## src/rtl/branch_pc_ctrl.sv

```systemverilog
// Branch decision and PC register: resolves conditional branches, jumps and misaligned-target traps.
// Optional feature: define BRANCH_STATS_EN to add the BrCount/BrTakenCount branch statistics outputs.
module branch_pc_ctrl #(
  parameter logic [31:0] RESET_PC = 32'h0000_0000,
  parameter logic [31:0] TRAP_VEC = 32'h0000_0100
) (
  input  logic        clk,
  input  logic        rst,
  input  logic        ImemReady,
  input  logic        Branch,
  input  logic        Jal,
  input  logic        Jalr,
  input  logic [2:0]  Funct3,
  input  logic        BrEq,
  input  logic        BrLT,
  input  logic [31:0] Target,
  output logic        BrUn,
  output logic [31:0] PC,
  output logic [31:0] PCPlus4,
  output logic        PCSel,
  output logic        Trap,
`ifdef BRANCH_STATS_EN
  output logic [31:0] BrCount,
  output logic [31:0] BrTakenCount,
`endif
  output logic [31:0] EPC
);

  typedef enum logic [1:0] {RUN, STALL, TRAP} state_t;

  state_t      state, state_next;
  logic        cond, redir, mis;
  logic [31:0] redir_tgt, pc_next, epc_next;

  // NOTE: every signal assigned in always_comb gets a default first, so no path can infer a latch.
  always_comb begin
    cond = 1'b0;
    unique case (Funct3)
      3'b000:         cond = BrEq;
      3'b001:         cond = ~BrEq;
      3'b100, 3'b110: cond = BrLT;
      3'b101, 3'b111: cond = ~BrLT;
      default:        cond = 1'b0;
    endcase
  end

  // funct3[1] separates the unsigned compares (BLTU/BGEU) from the signed ones.
  assign BrUn      = Funct3[1];
  assign redir_tgt = Jalr ? {Target[31:1], 1'b0} : Target;
  assign redir     = ImemReady & ((Branch & cond) | Jal | Jalr);
  assign mis       = redir & (redir_tgt[1:0] != 2'b00);
  assign PCSel     = redir & ~mis;
  assign PCPlus4   = PC + 32'd4;
  assign Trap      = (state == TRAP);

  // Every state evaluates a ready instruction the same way; the state only records stall/trap history.
  always_comb begin
    state_next = state;
    pc_next    = PC;
    epc_next   = EPC;
    if (!ImemReady) begin
      state_next = STALL;
    end else if (mis) begin
      state_next = TRAP;
      pc_next    = TRAP_VEC;
      epc_next   = PC;
    end else begin
      state_next = RUN;
      pc_next    = PCSel ? redir_tgt : PCPlus4;
    end
  end

  // NOTE: sequential state uses non-blocking assignments so all registers update from pre-edge values.
  always_ff @(posedge clk) begin
    if (rst) begin
      state <= RUN;
      PC    <= RESET_PC;
      EPC   <= 32'h0;
    end else begin
      state <= state_next;
      PC    <= pc_next;
      EPC   <= epc_next;
    end
  end

`ifdef BRANCH_STATS_EN
  always_ff @(posedge clk) begin
    if (rst) begin
      BrCount      <= 32'h0;
      BrTakenCount <= 32'h0;
    end else if (ImemReady & Branch) begin
      BrCount <= BrCount + 32'd1;
      if (cond & ~mis) BrTakenCount <= BrTakenCount + 32'd1;
    end
  end
`endif

endmodule

```

## config.mk

```make
export PLATFORM = sky130hd
export DESIGN_NAME = branch_pc_ctrl
export DESIGN_NICKNAME = d
export VERILOG_FILES = /design/src/rtl/branch_pc_ctrl.sv
export SDC_FILE = /design/constraint.sdc
export NUM_CORES = 1
export LEC_CHECK = 0
export BUFFER_PORTS_ARGS = -buffer_cell sky130_fd_sc_hd__buf_4
export CORE_ASPECT_RATIO = 0.5
export CORE_MARGIN = 3
export CORE_UTILIZATION = 44
export DETAILED_ROUTE_END_ITERATION = 12
export GPL_TIMING_DRIVEN = 1
export PLACE_DENSITY = 0.77
export SYNTH_ARGS = -nofsm -noshare
export SYNTH_HDL_FRONTEND = slang
export SYNTH_SLANG_ARGS = --single-unit
```

## constraint.sdc

```tcl
create_clock -name clk -period 2.1 [get_ports clk]
set_clock_uncertainty 0.05 [all_clocks]
set_input_delay 0 -clock clk [delete_from_list [all_inputs] [get_ports clk]]
set_output_delay 0 -clock clk [all_outputs]
set_load 0.02 [all_outputs]
```

==> implementation parameters <==
Parameter                              Value

Floorplan
  I/O pin total    142
  Row Count    22
  DIE AREA    just over 9000 um2
  Area of the placeable core    between 7000 and 8000 um2
  Die boundary width    132 um
  Effective utilization at floorplan    between 40% and 50%
  Vertical die dimension    slightly below 70 um

Timing
  Slew at the pin closest to its max-slew limit    0.942 ns
  Top achievable clock speed    ~430 MHz
  Final worst path period share    111%
  Final hold violation count    0
  Setup-violating endpoint count in the final report    14
  Slew headroom    37.0%
  Post-route minimum period    2.34 ns
  Final worst slack    -0.240 ns
  Final-report max-slew violation count    0
  Unrepaired setup endpoints after global routing    true

Critical path
  FF-to-FF Start    PC[3]$_SDFFE_PP0P_
  Crit Path Category    flop to output port
  Launching element type of the critical path    flop
  Worst path required time    a little over 2 ns
  Worst R2R Setup Slack    -0.14 ns
  Cell count of the worst reg-to-reg path    11
  Termination of the worst setup path    PCPlus4[30]
  Worst-path maximum fanout    3
  Critical register-to-register path endpoint    PC[20]$_SDFFE_PP0P_
  Launch point of the worst path    PC[3]$_SDFFE_PP0P_
  Crit path DAT    2.29 ns
  Sort of element at the end of the critical path    output port

Finish
  Fraction of final layout cells with drive strength greater than 1    a little over two fifths
  Total inserted antenna cells    0
  Number of filler cells placed in the layout    between 400 and 500
  Fin area    between 5000 and 6000 um2
  Area Overhead vs Synth    70.3%
  Total area of sequential cells    1350 um2
  Layout Nets    approximately 710
  Commonest non-fill, non-tap cell in the layout    buf_4
  Top library cells by usage in the layout, fill and taps aside    buf_4 (196), nand2_1 (93), dfxtp_1 (52)
  Total area of multi-input combinational cells    ~2200 um2

Logic synthesis
  Yosys warnings    0
  Syn Std Cell Area    about 3500 um2
  Most area-consuming cells after synthesis    dfxtp_1 (38%), nand2_1 (10%), a21oi_1 (6.5%)
  Post-synth top flop    dfxtp_1
  Average footprint of a synthesized cell    7.75 um2
  Share of synthesized area occupied by flip-flops and latches    37.9%
  Post-Synthesis Net Count    494
  Top-area cell type share of the netlist area    37.9%
  EDFF count, synth    0
  Library cell occupying the most area in the post-synthesis netlist    dfxtp_1
  FF+latch count, synth    between 60 and 70
  Count of cell types in the netlist    57
  Synthesized instance count    450
  Async set-or-reset flop fraction in the synthesized netlist    0%

Detailed routing
  WL per Instance    ~19 um
  Via density per instance    about 5.8
  Drt pass-1 iters    6
  Violation count after the first detailed-route iteration    610
  # DRC    0
  Post-Route WL    15,000 um
  Via Count    around 4,500
  DRT antenna net count    0

Placement
  Pre-CTS worst setup slack    about 0.028 ns
  Global placer's final weighted congestion    just over 0.9
  DP Wirelength    around 9200 um
  Number of input and output port buffers inserted    141
  Post-place instance area    between 4000 and 5000 um2

Clocking
  Clk buf depth    2
  Clock latency reported for the late side of the worst-skew pair    approximately 0.34 ns
  TritonCTS clock tree    done
  Clock tree root driver cell    clkbuf_16
  Post-CTS clock slew at the launch and capture registers of the worst setup and hold paths    0.06 ns
  Clock buffers created by TritonCTS    9
  Clock sinks    between 60 and 70
  # H-tree levels    3

Global route
  GRT Util Overall    about 30%
  Largest net degree at the start of global routing    42
  Overflow left after global routing    0
  Vias in the first global route    between 3,000 and 4,000
  First-pass GRT wire length    around 21,000 um
  Number of antenna violations at the first check in global routing    0

Power
  Power per Cell Area    563 nW/um2
  Worst IR Drop VDD    between 0.4 and 0.5 mV
  Reported leakage power    roughly 2.7 nW
  Power consumption    about 0.0033 W

Outcome
  Failing checks    negative setup slack
  Result of the run    finished with violations

Job
  Number of maximum-capacitance constraint violations    0

Hold path
  Class of the tightest hold or removal check    input pin to flop
sequential cells by signal (all words and copies together) (netlist names):
register	cells
state	2
EPC	32
PC	32
per-layer routing:
metal  up-vias  global-route usage, %  wire, um
met5         -                      0         0
met4         0                   9.42       488
met3        71                   7.25      1680
met2       339                   49.9      6920
met1      2076                   38.3      5960
li1       2001                      -         -
synthesized netlist by cell type, types with 3 or more instances:
| cell | n |
|---|---|
| nand2_1 | 94 |
| nand3_1 | 14 |
| or2_2 | 3 |
| inv_1 | 17 |
| xnor2_1 | 21 |
| buf_4 | 6 |
| mux2i_1 | 10 |
| nor2_1 | 17 |
| o22ai_1 | 8 |
| a31oi_1 | 7 |
| a21oi_1 | 45 |
| nor4_1 | 4 |
| xor2_1 | 6 |
| buf_2 | 8 |
| nand4_1 | 8 |
| o21a_1 | 3 |
| and2_1 | 5 |
| o21ai_0 | 18 |
| and3_1 | 4 |
| dfxtp_1 | 66 |
| a21o_1 | 3 |
| and4_1 | 3 |
| a2bb2oi_1 | 3 |
| o22a_1 | 4 |
| nor3_1 | 15 |
| clkbuf_1 | 20 |
final cells by class:
type	instances	area share, %
Clock inverter	7	1.18
Tap cell	108	2.27
Multi-Input combinational cell	332	37.2
Timing Repair Buffer	235	31.7
Sequential cell	66	22.8
Inverter	17	1.07
Clock buffer	9	3.79
how the worst min path moves through the flow:
stage,from,endpoint,cells after the start
5_1_grt,Target[30],PC[30]$_SDFFE_PP0P_,3
4_1_cts,Target[30],PC[30]$_SDFFE_PP0P_,3
2_1_floorplan,Funct3[1],BrUn,1
3_5_place_dp,Funct3[1],BrUn,2
3_3_place_gp,Funct3[1],BrUn,2
6_report,Target[20],PC[20]$_SDFFE_PP0P_,3
power breakdown:
part           switching, W  leakage (nW)  internal (W)
clock network      0.000584         0.135      0.000914
registers         0.0000242         0.542       0.00128
logic              0.000305          2.01      0.000246
total              0.000913          2.68       0.00244
what timing repair did:
action | 4_1_cts | 5_1_grt
setup buffers | 11 | 9
hold buffers | 26 | 0
hold endpoints to repair | 25 | 0
gates resized for setup | 19 | 32
pin swaps | 8 | 22
setup endpoints to repair | 10 | 15
cloned | 0 | 0
cells by family (layout without fill, tap and decap cells):
| family | after synthesis | count (layout) | synth area share, % |
|---|---|---|---|
| compound gates | 108 | 108 | 19.0 |
| flops | 66 | 66 | 37.9 |
| mux | 10 | 10 | 2.87 |
| simple gates | 185 | 185 | 26.1 |
| fa+ha+maj | 1 | 1 | 0.358 |
| buf+inv | 52 | 268 | 6.56 |
| xor+xnor | 28 | 28 | 7.24 |
critical path, cell delays in order, from the launching register on:
cell and delay (ns):
dfxtp_4 0.37, ha_4 0.15, nand4_4 0.10, nor4_4 0.24, buf_4 0.17, or4b_4 0.50
xnor2_4 0.19, buf_6 0.11, buf_6 0.10
through the flow:
| stage | cells | hold slack, ns | TNS (ns) | util (%) |
|---|---|---|---|---|
| final | 774 | 0.0137 | -1.44 | 79.1 |
| after detailed placement | 712 | 0.159 | 0 | 66.2 |
| after CTS | 765 | 0.00454 | -0.348 | 75.9 |
| after global placement | 712 | 0.156 | 0 | 66.2 |
| after global routing | 774 | 0.00955 | -2.28 | 79.1 |
| after floorplan | 450 | 0.0626 | -0.282 | - |
No activity file was read; power rests on OpenSTA's default activity.
